## config.mk

```make
export PLATFORM = sky130hd
export DESIGN_NAME = ldpc_edge_sequencer
export DESIGN_NICKNAME = d
export VERILOG_FILES = /design/src/rtl/ldpc_edge_sequencer.sv
export SDC_FILE = /design/constraint.sdc
export NUM_CORES = 1
export LEC_CHECK = 0
export BUFFER_PORTS_ARGS = -buffer_cell sky130_fd_sc_hd__buf_2
export CELL_PAD_IN_SITES_DETAIL_PLACEMENT = 2
export CELL_PAD_IN_SITES_GLOBAL_PLACEMENT = 2
export CORE_MARGIN = 2
export CORE_UTILIZATION = 32
export DETAILED_ROUTE_END_ITERATION = 16
export GPL_TIMING_DRIVEN = 0
export HOLD_SLACK_MARGIN = 0.1
export PLACE_DENSITY_LB_ADDON = 0.1
export REMOVE_ABC_BUFFERS = 1
export SLEW_MARGIN = 20
export SYNTH_ARGS = -nofsm -noshare
export SYNTH_HDL_FRONTEND = slang
export SYNTH_SLANG_ARGS = --single-unit
```

## constraint.sdc

```tcl
create_clock -name clk -period 1.92 [get_ports clk]
set_input_delay 0.096 -clock clk [delete_from_list [all_inputs] [get_ports clk]]
set_output_delay 0.096 -clock clk [all_outputs]
set_load 0.02 [all_outputs]
```

## src/rtl/ldpc_edge_sequencer.sv

```systemverilog
// Edge-index sequencer for the min-sum check-node unit: sweeps edges once per
// iteration, flags the min edge for second-min substitution, and counts iterations.
module ldpc_edge_sequencer #(
  parameter int IDX_W  = 2,
  parameter int ITER_W = 4
) (
  input  logic              clk,
  input  logic              reset,
  input  logic              start,
  input  logic [IDX_W-1:0]  degree_m1,
  input  logic [IDX_W-1:0]  min_index,
  input  logic [ITER_W-1:0] max_iter,
  input  logic              hold,
  input  logic              early_stop,
  output logic [IDX_W-1:0]  count,
  output logic [ITER_W-1:0] iter,
  output logic              busy,
  output logic              last_edge,
  output logic              use_second_min,
  output logic              iter_done,
  output logic              done
);

  typedef enum logic [1:0] {
    IDLE = 2'b00,
    RUN  = 2'b01,
    DONE = 2'b10
  } state_t;

  localparam logic [IDX_W-1:0]  IDX_ZERO  = IDX_W'(0);
  localparam logic [IDX_W-1:0]  IDX_ONE   = IDX_W'(1);
  localparam logic [ITER_W-1:0] ITER_ZERO = ITER_W'(0);
  localparam logic [ITER_W-1:0] ITER_ONE  = ITER_W'(1);

  state_t             state_r;
  logic [IDX_W-1:0]   count_r;
  logic [ITER_W-1:0]  iter_r;
  logic [IDX_W-1:0]   deg_lat_r;
  logic [IDX_W-1:0]   min_lat_r;
  logic [ITER_W-1:0]  lim_lat_r;
  logic               busy_r;
  logic               iter_done_r;
  logic               done_r;

  logic [ITER_W-1:0]  iter_inc_s;
  logic               wrap_s;
  logic               final_s;

  // Wrap and termination decode from registered state plus the early-stop request
  always_comb begin
    iter_inc_s = iter_r + ITER_ONE;
    wrap_s     = (count_r == deg_lat_r);
    if ((iter_inc_s == lim_lat_r) || early_stop) begin
      final_s = 1'b1;
    end else begin
      final_s = 1'b0;
    end
  end

  // Sequencer state machine with registered status outputs
  always_ff @(posedge clk or posedge reset) begin
    if (reset) begin
      state_r     <= IDLE;
      count_r     <= IDX_ZERO;
      iter_r      <= ITER_ZERO;
      deg_lat_r   <= IDX_ZERO;
      min_lat_r   <= IDX_ZERO;
      lim_lat_r   <= ITER_ZERO;
      busy_r      <= 1'b0;
      iter_done_r <= 1'b0;
      done_r      <= 1'b0;
    end else begin
      case (state_r)
        IDLE: begin
          iter_done_r <= 1'b0;
          done_r      <= 1'b0;
          if (start) begin
            deg_lat_r <= degree_m1;
            min_lat_r <= min_index;
            // A zero limit still runs one full iteration
            lim_lat_r <= (max_iter == ITER_ZERO) ? ITER_ONE : max_iter;
            count_r   <= IDX_ZERO;
            iter_r    <= ITER_ZERO;
            busy_r    <= 1'b1;
            state_r   <= RUN;
          end else begin
            busy_r  <= 1'b0;
            state_r <= IDLE;
          end
        end
        RUN: begin
          done_r <= 1'b0;
          if (hold) begin
            iter_done_r <= 1'b0;
          end else if (!wrap_s) begin
            count_r     <= count_r + IDX_ONE;
            iter_done_r <= 1'b0;
          end else begin
            count_r <= IDX_ZERO;
            iter_r  <= iter_inc_s;
            if (final_s) begin
              iter_done_r <= 1'b0;
              done_r      <= 1'b1;
              busy_r      <= 1'b0;
              state_r     <= DONE;
            end else begin
              iter_done_r <= 1'b1;
            end
          end
        end
        DONE: begin
          iter_done_r <= 1'b0;
          done_r      <= 1'b0;
          busy_r      <= 1'b0;
          state_r     <= IDLE;
        end
        default: begin
          state_r     <= IDLE;
          count_r     <= IDX_ZERO;
          iter_r      <= ITER_ZERO;
          busy_r      <= 1'b0;
          iter_done_r <= 1'b0;
          done_r      <= 1'b0;
        end
      endcase
    end
  end

  assign count          = count_r;
  assign iter           = iter_r;
  assign busy           = busy_r;
  assign iter_done      = iter_done_r;
  assign done           = done_r;
  assign last_edge      = busy_r && (count_r == deg_lat_r);
  assign use_second_min = busy_r && (count_r == min_lat_r);

endmodule

```

Word-level counts from Yosys, hierarchy flattened
Index checks and enable logic that the tools add are counted.

Register bits: 19. Bits of input ports: 13. Bits in writable memories: 0. Bits in latches: 0. ROM bits: 0. Logic and storage cells: 58. Memories: 0. Output and inout bits: 11.

Bitwise operators: 1. Shift-type cells: 0. Order comparisons: 0. $mul: 0. Reduce and logical (&&, ||, !) cells: 9. Divide/modulo/power cells: 0. Add/subtract/negate cells: 2. Muxes and demuxes: 28. Equal/unequal tests: 9.

Operators with widths (count): $mux W4 (4); $mux W1 (14); $mux W2 (6); $pmux W4 S3 (1); $ne A2 B2 Y1 const B (4); $pmux W2 S3 (1); $reduce_and A3 Y1 (2); $add A4 B1 Y4 const B (1); $eq A2 B2 Y1 (2); $eq A4 B4 Y1 (1); $logic_not A4 Y1 (1); $pmux W2 S2 (1); $reduce_and A4 Y1 (1); $add A2 B1 Y2 const B (1); $eq A2 B1 Y1 const B (1); $eq A2 B2 Y1 const B (1); $logic_and A1 B1 Y1 (2); $logic_not A2 Y1 (1); $pmux W1 S2 (1); $reduce_and A2 Y1 (1); $logic_or A1 B1 Y1 (1); $not A1 Y1 (1).

Depth between registers and ports, before layout
Gate-level depths: netlist (run 1).

Word-level depth: 8. Gate-level depth with buffers: 6. Depth with buffers taken out: 5.

Worst setup path before layout (run 1)
OpenSTA, ideal clock, no wires.

Path type: register to register. Start point: reg iter_r[0] (netlist: iter[0]). End point: reg iter_done_r (netlist: iter_done). Setup time: 119 ps. Path slack: 235 ps. Data required time: 1801 ps. Arrival: 1566 ps. Cell stages (with the launch flop): 6. Path buffers: 0. Clock period less this slack: 1685 ps. Path through: dfrtp_1 > ha_1 > xnor2_1 > nand2_1 > or3_1 > nor3b_2.

Longest elaborated chain between the ends: 8.

RTL lines: from (decl) (RTL line 37) `logic [ITER_W-1:0] iter_r;`; from (signal assigned) (RTL line 100) `iter_r <= iter_inc_s;`; $add A4 B1 Y4 (RTL line 51) `iter_inc_s = iter_r + ITER_ONE;`; $eq A4 B4 Y1 (RTL line 53) `if ((iter_inc_s == lim_lat_r) || early_stop) begin`; $logic_or A1 B1 Y1 (RTL line 53); $mux W1 (RTL line 53); $mux W1 (RTL line 101) `if (final_s) begin`; $mux W1 (RTL line 95) `end else if (!wrap_s) begin`; $mux W1 (RTL line 93) `if (hold) begin`; $mux W1 (RTL line 73) `case (state_r)`; to (signal assigned) (RTL line 75) `iter_done_r <= 1'b0;`; to (signal assigned) (RTL line 94) `iter_done_r <= 1'b0;`; to (signal assigned) (RTL line 102) `iter_done_r <= 1'b0;`; to (decl) (RTL line 42) `logic iter_done_r;`.

Every way passes these cells. A chain may end at the register's enable or synchronous reset.

Final worst setup path (run 1)
Same ends and word-level chain as after synthesis.

==> metrics.txt, run 1 <==
WP buf/inv=0; CTS Buf Count=3; via count of the first global-routing pass=920; kind of start point of the critical path=register; part of the power in combinational logic=51.6%; fraction of power consumed by the clock network=10.8%; diode count=0; Routed wire per std cell=14.34 um; Final Setup Violations=0; top post-synthesis cells by area=dfrtp_1 (47%), mux2_2 (7.9%), xnor2_1 (6.1%), o21ai_0 (4.0%), xnor2_2 (3.2%); pwr/cell area=1532 nW/um2; aggregate routed wire length=2467 um; maximum cell stage delay along the critical path=0.47 ns; buffer type at the clock tree root=clkbuf_4; share of synthesized flip-flops with an asynchronous set or reset=100.0%; wire length of the first global-routing pass=4264 um; cell internal pwr=1.104 mW; DRC violation count after routing=0; final count of pins violating max slew=0; post-route cell area=1304 um2; leading cell types by count after synthesis=dfrtp_1 (19), o21ai_0 (8), mux2_2 (7), xnor2_1 (7), nand2b_1 (5); unrepaired setup endpoints after global routing=false; CP Capture Type=register; switching fraction of total power=44.76%; Fin Clk Skew=0.002247 ns; source of the worst register-to-register timing path=iter[0]$_DFFE_PP0P_; number of enable flip-flop cells after synthesis=0; HPWL reported at the end of detailed placement=1816 um; cell area after synthesis=1003 um2; most common cell in the synthesized netlist=dfrtp_1; total overflow reported by the global router=0; worst hold start=hold; Peak Freq=570.2 MHz; final core utilization=43.06%; transition time at the pin with the least slew margin=0.7447 ns; Syn Inst Count=91; library cell occupying the most area in the post-synthesis netlist=dfrtp_1; final worst path period share=91.35%; final count of hold timing violations=0; Antenna Nets Post-Route=0; area fraction of the dominant cell type after synthesis=47.38%; standard-cell row count=20; port buffer count=23; area added between synthesis and finish=29.93%; maximum number of pins on one net before global-route repair=20; antenna violations before repair=0; leakage power=0.5881 nW; WS Path Type=register to register; result of the run=complete, no violations; cell family contributing the most delay on the critical path=simple AND/OR/NAND/NOR gates; weighted congestion reported at the end of routability-driven placement=0.7108; Final nets=143; Required @ worst endpoint=2.12 ns; depth of the worst register-to-register path=5; initial standard-cell utilization of the core=33.14%; number of warning messages in the yosys log=0; Die X-Extent=60 um; CTS tree=done; cell with the largest stage delay on the worst path=dfrtp_2; register-to-register setup slack=0.17 ns; Area after DPL=1151 um2; Tmin final=1.754 ns; maximum level of the CTS H-tree=1; maximum capacitance violations=0; power spent charging and discharging nets=0.8942 mW; number of iterations in the first detailed-routing pass=3; setup tns final=0 ns; Post-Syn Area per Cell=11.03 um2; maximum fanout along the worst path=7; worst-skew pair later-pin latency=0.31 ns; standard cell core area=3028 um2; clock slew seen by the registers of the worst setup and hold paths=0.12 ns; sinks on the clock net=19; Tot GR Track Use=16.14%; vertical die dimension=60 um; cell count of the worst hold path=4; drt first-iter violations=7; Die Area=3600 um2; Vias=824; type of the tightest min-delay check=primary input to register; final worst slack=0.1661 ns; arrival time of the worst setup path=1.95 ns; Worst Setup SP=iter[0]$_DFFE_PP0P_; hold_ws=0.2357 ns; Reg power frac=37.6%; worst-path cell chain=ha_1 -> xnor2_1 -> nand2_1 -> or3_1 -> nor3b_2; ratio of routed vias to standard cells=4.791; #FFs+latches synth=19; number of ports placed on the die boundary=24; layout cell share with drive strength beyond 1=32.81%; Reg2Reg Capture Point=iter_done$_DFF_PP0_; Peak VDD IR=532.6 uV; count of different cell masters after synthesis=28; hold worst-path end=busy$_DFFE_PP0P_; Slew Limit Headroom=50.30%; most frequently used flop master after synthesis=dfrtp_1; sequential fraction of the synthesis area=47.38%; Longest Clk Path Bufs=2; DP Worst Slack=-0.1933 ns
registers in the layout, summed over array words and instances, names as in the netlist:
name,flops
count,2
iter_done,1
lim_lat_r,4
iter,4
deg_lat_r,2
min_lat_r,2
busy,1
state_r,2
done,1
kinds of logic after synthesis:
| family | count (synthesis) | share of synthesized area, % |
|---|---|---|
| AND/OR/NAND/NOR | 27 | 15.83 |
| AO/OA/AOI/OAI | 22 | 14.09 |
| flip-flops | 19 | 47.38 |
| XOR/XNOR | 10 | 10.22 |
| multiplexers | 7 | 7.856 |
| buffers and inverters | 5 | 3.366 |
| adder cells (fa/ha/maj) | 1 | 1.247 |
worst max path at each step:
stage	end	cells past startpoint
after global routing	iter_done$_DFF_PP0_	5
final	iter_done$_DFF_PP0_	5
after floorplan	iter[3]$_DFFE_PP0P_	4
after global placement	iter[3]$_DFFE_PP0P_	4
after detailed placement	iter_done$_DFF_PP0_	4
after CTS	iter_done$_DFF_PP0_	5
power by group through the flow:
| stage | Clock, mW | Combinational [mW] | Sequential (mW) |
|---|---|---|---|
| 5_1_grt | 0.241 | 1.17 | 0.783 |
| 4_1_cts | 0.222 | 1.05 | 0.755 |
| 3_5_place_dp | 0 | 1.01 | 0.758 |
| 3_3_place_gp | 0 | 0.981 | 0.749 |
| 2_1_floorplan | 0 | 0.687 | 0.779 |
| 6_report | 0.216 | 1.03 | 0.751 |
final cells by class:
cell class                      count  area (um2)
Multi-Input combinational cell     67       500.5
Fill cell                         330        1724
Sequential cell                    19       476.7
Clock inverter                      1       5.005
Inverter                            3       11.26
Tap cell                           44       55.05
Timing Repair Buffer               35       232.7
Clock buffer                        3       22.52
per-stage QoR:
stage / cells / power, mW
after global routing: 172 / 2.196
after floorplan: 89 / 1.466
after global placement: 156 / 1.731
after detailed placement: 156 / 1.770
final: 172 / 1.998
after CTS: 172 / 2.029
layer usage:
| layer | global-route usage, % | vias to the layer above | wire, um | share of wire, % |
|---|---|---|---|---|
| met5 | 0 | - | 0 | 0 |
| met3 | 3.896 | 4 | 82 | 3.3 |
| met1 | 19.95 | 406 | 1150 | 47 |
| met2 | 27.64 | 17 | 1212 | 49 |
| li1 | - | 397 | - | - |
| met4 | 4.762 | 0 | 21 | 0.85 |
worst min-delay path, delay by kind of cell:
family	cells	cell delay [ns]
simple gates	2	0.22
buf+inv	1	0.09
compound gates	1	0.11
timing repair:
| action | CTS | global route |
|---|---|---|
| gates resized for setup | 1 | 1 |
| hold buffers | 11 | 0 |
| endpoints found under the setup margin | 7 | 1 |
| buffers inserted | 1 | 0 |
| hold endpoints to repair | 30 | 0 |
| pin swaps | 1 | 0 |
placed cells by master (no fill, tap or decap), types with 3 or more instances in the layout:
master / netlist / layout
o21ai_0: 8 / 8
and3_1: 4 / 4
inv_1: 3 / 3
nor2_1: 4 / 4
dlygate4sd3_1: 0 / 11
dfrtp_1: 19 / 18
buf_2: 0 / 23
mux2_2: 7 / 7
nand2b_1: 5 / 5
clkbuf_4: 0 / 3
o21ai_1: 3 / 3
xnor2_1: 7 / 7
a21oi_1: 4 / 4
nand2_1: 4 / 4
Note: power is estimated with default switching activity, not from simulation.
==> run 2: changes to the inputs <==
--- a/config.mk
+++ b/config.mk
@@ -11,6 +11,6 @@
 export CORE_MARGIN = 2
-export CORE_UTILIZATION = 32
+export CORE_UTILIZATION = 35
 export DETAILED_ROUTE_END_ITERATION = 16
 export GPL_TIMING_DRIVEN = 0
-export HOLD_SLACK_MARGIN = 0.1
+export HOLD_SLACK_MARGIN = 0.02
 export PLACE_DENSITY_LB_ADDON = 0.1
==> constraint.sdc (replaced) <==
create_clock -name clk -period 2.3 [get_ports clk]
set_input_delay 0.115 -clock clk [delete_from_list [all_inputs] [get_ports clk]]
set_output_delay 0.115 -clock clk [all_outputs]
set_load 0.005 [all_outputs]
==> run 2 against run 1 <==
  * Hold slack got worse by 0.19 ns
  * Clock power decreased by 19%
  * Register-to-register slack about the same
  * Sequential share of layout area increased by 3.0 points
  * Critical path depth decreased by 1
  * Utilization increased by 0.88 points
  * Maximum frequency decreased by 18%
  * Total power decreased by 22%
  * Sequential cell count unchanged
  * Combinational power decreased by 25%
  * Critical path type unchanged
  * Largest cell class unchanged
  * Largest power group unchanged
  * Highest routed layer unchanged
==> metrics.txt, run 2 (synthesis results as in run 1) <==
result of the run=complete, no violations (unchanged); post-CTS sizing=0 (was 1); weighted congestion reported at the end of routability-driven placement=0.7182 (was 0.7108); ratio of routed vias to standard cells=5.325 (was 4.791); HPWL reported at the end of detailed placement=1806 um (was 1816 um); WS Path Type=register to register (unchanged); Cells after DPL=143 (was 156); Vias=804 (was 824); hold_ws=0.04563 ns (was 0.2357 ns); Antenna Nets Post-Route=0 (unchanged); Die X-Extent=57.55 um (was 60 um); Worst Setup SP=state_r[1]$_DFFE_PP0P_ (was iter[0]$_DFFE_PP0P_); layout cell share with drive strength beyond 1=32.50% (was 32.81%); Longest Clk Path Bufs=2 (unchanged); sinks on the clock net=19 (unchanged); most frequent cells in the layout=buf_2 (23), dfrtp_1 (19), o21ai_0 (8) (was buf_2 (23), dfrtp_1 (18), dlygate4sd3_1 (11)); worst hold start=min_index[0] (was hold); final worst slack=0.1575 ns (was 0.1661 ns); final worst path period share=93.15% (was 91.35%); unrepaired setup endpoints after global routing=false (unchanged); CTS tree=done (unchanged); Peak Freq=466.8 MHz (was 570.2 MHz); drt first-iter violations=10 (was 7); antenna violations before repair=0 (unchanged); maximum number of pins on one net before global-route repair=20 (unchanged); vertical die dimension=57.55 um (was 60 um); maximum capacitance violations=0 (unchanged); number of ports placed on the die boundary=24 (unchanged); via count of the first global-routing pass=810 (was 920); Fin Clk Skew=0.002896 ns (was 0.002247 ns); port buffer count=23 (unchanged); aggregate routed wire length=2372 um (was 2467 um); Tot GR Track Use=15.98% (was 16.14%); transition time at the pin with the least slew margin=0.7944 ns (was 0.7447 ns); buffer type at the clock tree root=clkbuf_4 (unchanged); leading cell type in the layout, fill and taps excluded=buf_2 (unchanged); Peak VDD IR=639.7 uV (was 532.6 uV); kind of start point of the critical path=register (unchanged); worst-skew pair later-pin latency=0.30 ns (was 0.31 ns); Tmin final=2.142 ns (was 1.754 ns); final instance count without filler cells=151 (was 172); Final Setup Violations=0 (unchanged); Die Area=3311 um2 (was 3600 um2); initial standard-cell utilization of the core=36.70% (was 33.14%); leakage power=0.5515 nW (was 0.5881 nW); Slew Limit Headroom=46.81% (was 50.30%); clock slew seen by the registers of the worst setup and hold paths=0.11 ns (was 0.12 ns); Routed wire per std cell=15.71 um (was 14.34 um); global-route met2 utilization=26.14% (was 27.64%); final core utilization=43.94% (was 43.06%); pwr/cell area=1297 nW/um2 (was 1532 nW/um2); setup tns final=0 ns (unchanged); area added between synthesis and finish=19.70% (was 29.93%); DP Worst Slack=0.1585 ns (was -0.1933 ns); maximum level of the CTS H-tree=1 (unchanged); total overflow reported by the global router=0 (unchanged); final count of hold timing violations=0 (unchanged); DRC violation count after routing=0 (unchanged); wire length of the first global-routing pass=3919 um (was 4264 um); grt peak-use layer=met2 (unchanged); number of iterations in the first detailed-routing pass=4 (was 3); number of fillers in the final layout=290 (was 330); type of the tightest min-delay check=primary input to register (unchanged); standard-cell row count=19 (was 20); Final nets=135 (was 143); CP Capture Type=register (unchanged); CTS Buf Count=3 (unchanged); final count of pins violating max slew=0 (unchanged); met1 track demand over resource in global routing=20.26% (was 19.95%); diode count=0 (unchanged); standard cell core area=2734 um2 (was 3028 um2); arrival time of the worst setup path=2.37 ns (was 1.95 ns); Required @ worst endpoint=2.52 ns (was 2.12 ns); maximum fanout along the worst path=10 (was 7); GR Layer Usage met3=3.401% (was 3.896%); source of the worst register-to-register timing path=state_r[1]$_DFFE_PP0P_ (was iter[0]$_DFFE_PP0P_)
==> run 2: cell types whose count changed in the layout (fill, tap and decap cells not counted), sizes merged <==
cell,previous run,this run
buf,24,23
clkbuf,3,4
dlygate4sd3,11,4
clkinv,1,0
==> run 2: area by class of cell <==
cell class,count,area (um2),area share [%]
Clock buffer,4,26.28,2.188
Inverter,3,11.26,0.9375
Tap cell,31,38.79,3.229
Timing Repair Buffer,27,155.1,12.92
Multi-Input combinational cell,67,494.2,41.15
Sequential cell,19,475.5,39.58
==> run 2: worst paths after layout <==
path                                            end  slack (ns)  cells past startpoint
hold / removal             min_lat_r[0]$_DFFE_PP0P_        0.05                      2
setup / recovery                iter[3]$_DFFE_PP0P_        0.16                      4
setup reg to reg                iter[3]$_DFFE_PP0P_        0.16                      4
hold reg to reg            min_lat_r[0]$_DFFE_PP0P_        0.54                      1
min in group asynchronous  lim_lat_r[3]$_DFFE_PP0P_        0.49                      3
max in group asynchronous      count[1]$_DFFE_PP0P_        1.34                      3
==> run 2: report_power, final <==
group | internal (mW) | switching [mW]
clock network | 0.0676 | 0.107
logic | 0.367 | 0.401
registers | 0.469 | 0.147
total | 0.903 | 0.655
==> run 2: worst max-delay path: stages (launching register included) <==
cell	delay, ns
dfrtp_1	0.45
nor3b_2	0.69
a21oi_2	0.19
or3_1	0.53
o31ai_4	0.21
==> run 2: per-layer routing <==
| metal | up-vias | routed length, um |
|---|---|---|
| li1 | 378 | - |
| met1 | 409 | 1020 |
| met2 | 13 | 1242 |
| met3 | 4 | 81 |
| met4 | 0 | 27 |
| met5 | - | 0 |
==> run 2: repair_timing <==
item,in CTS,in global routing
endpoints found under the hold margin,20,2
endpoints found under the setup margin,0,0
hold buffers,2,2
setup buffers,0,0
==> run 2: stage by stage <==
stage	area, um2	power (mW)
global route	1201	1.704
finish	1201	1.558
CTS	1181	1.589
floorplan	980.9	1.142
global placement	1135	1.361
detailed placement	1135	1.408
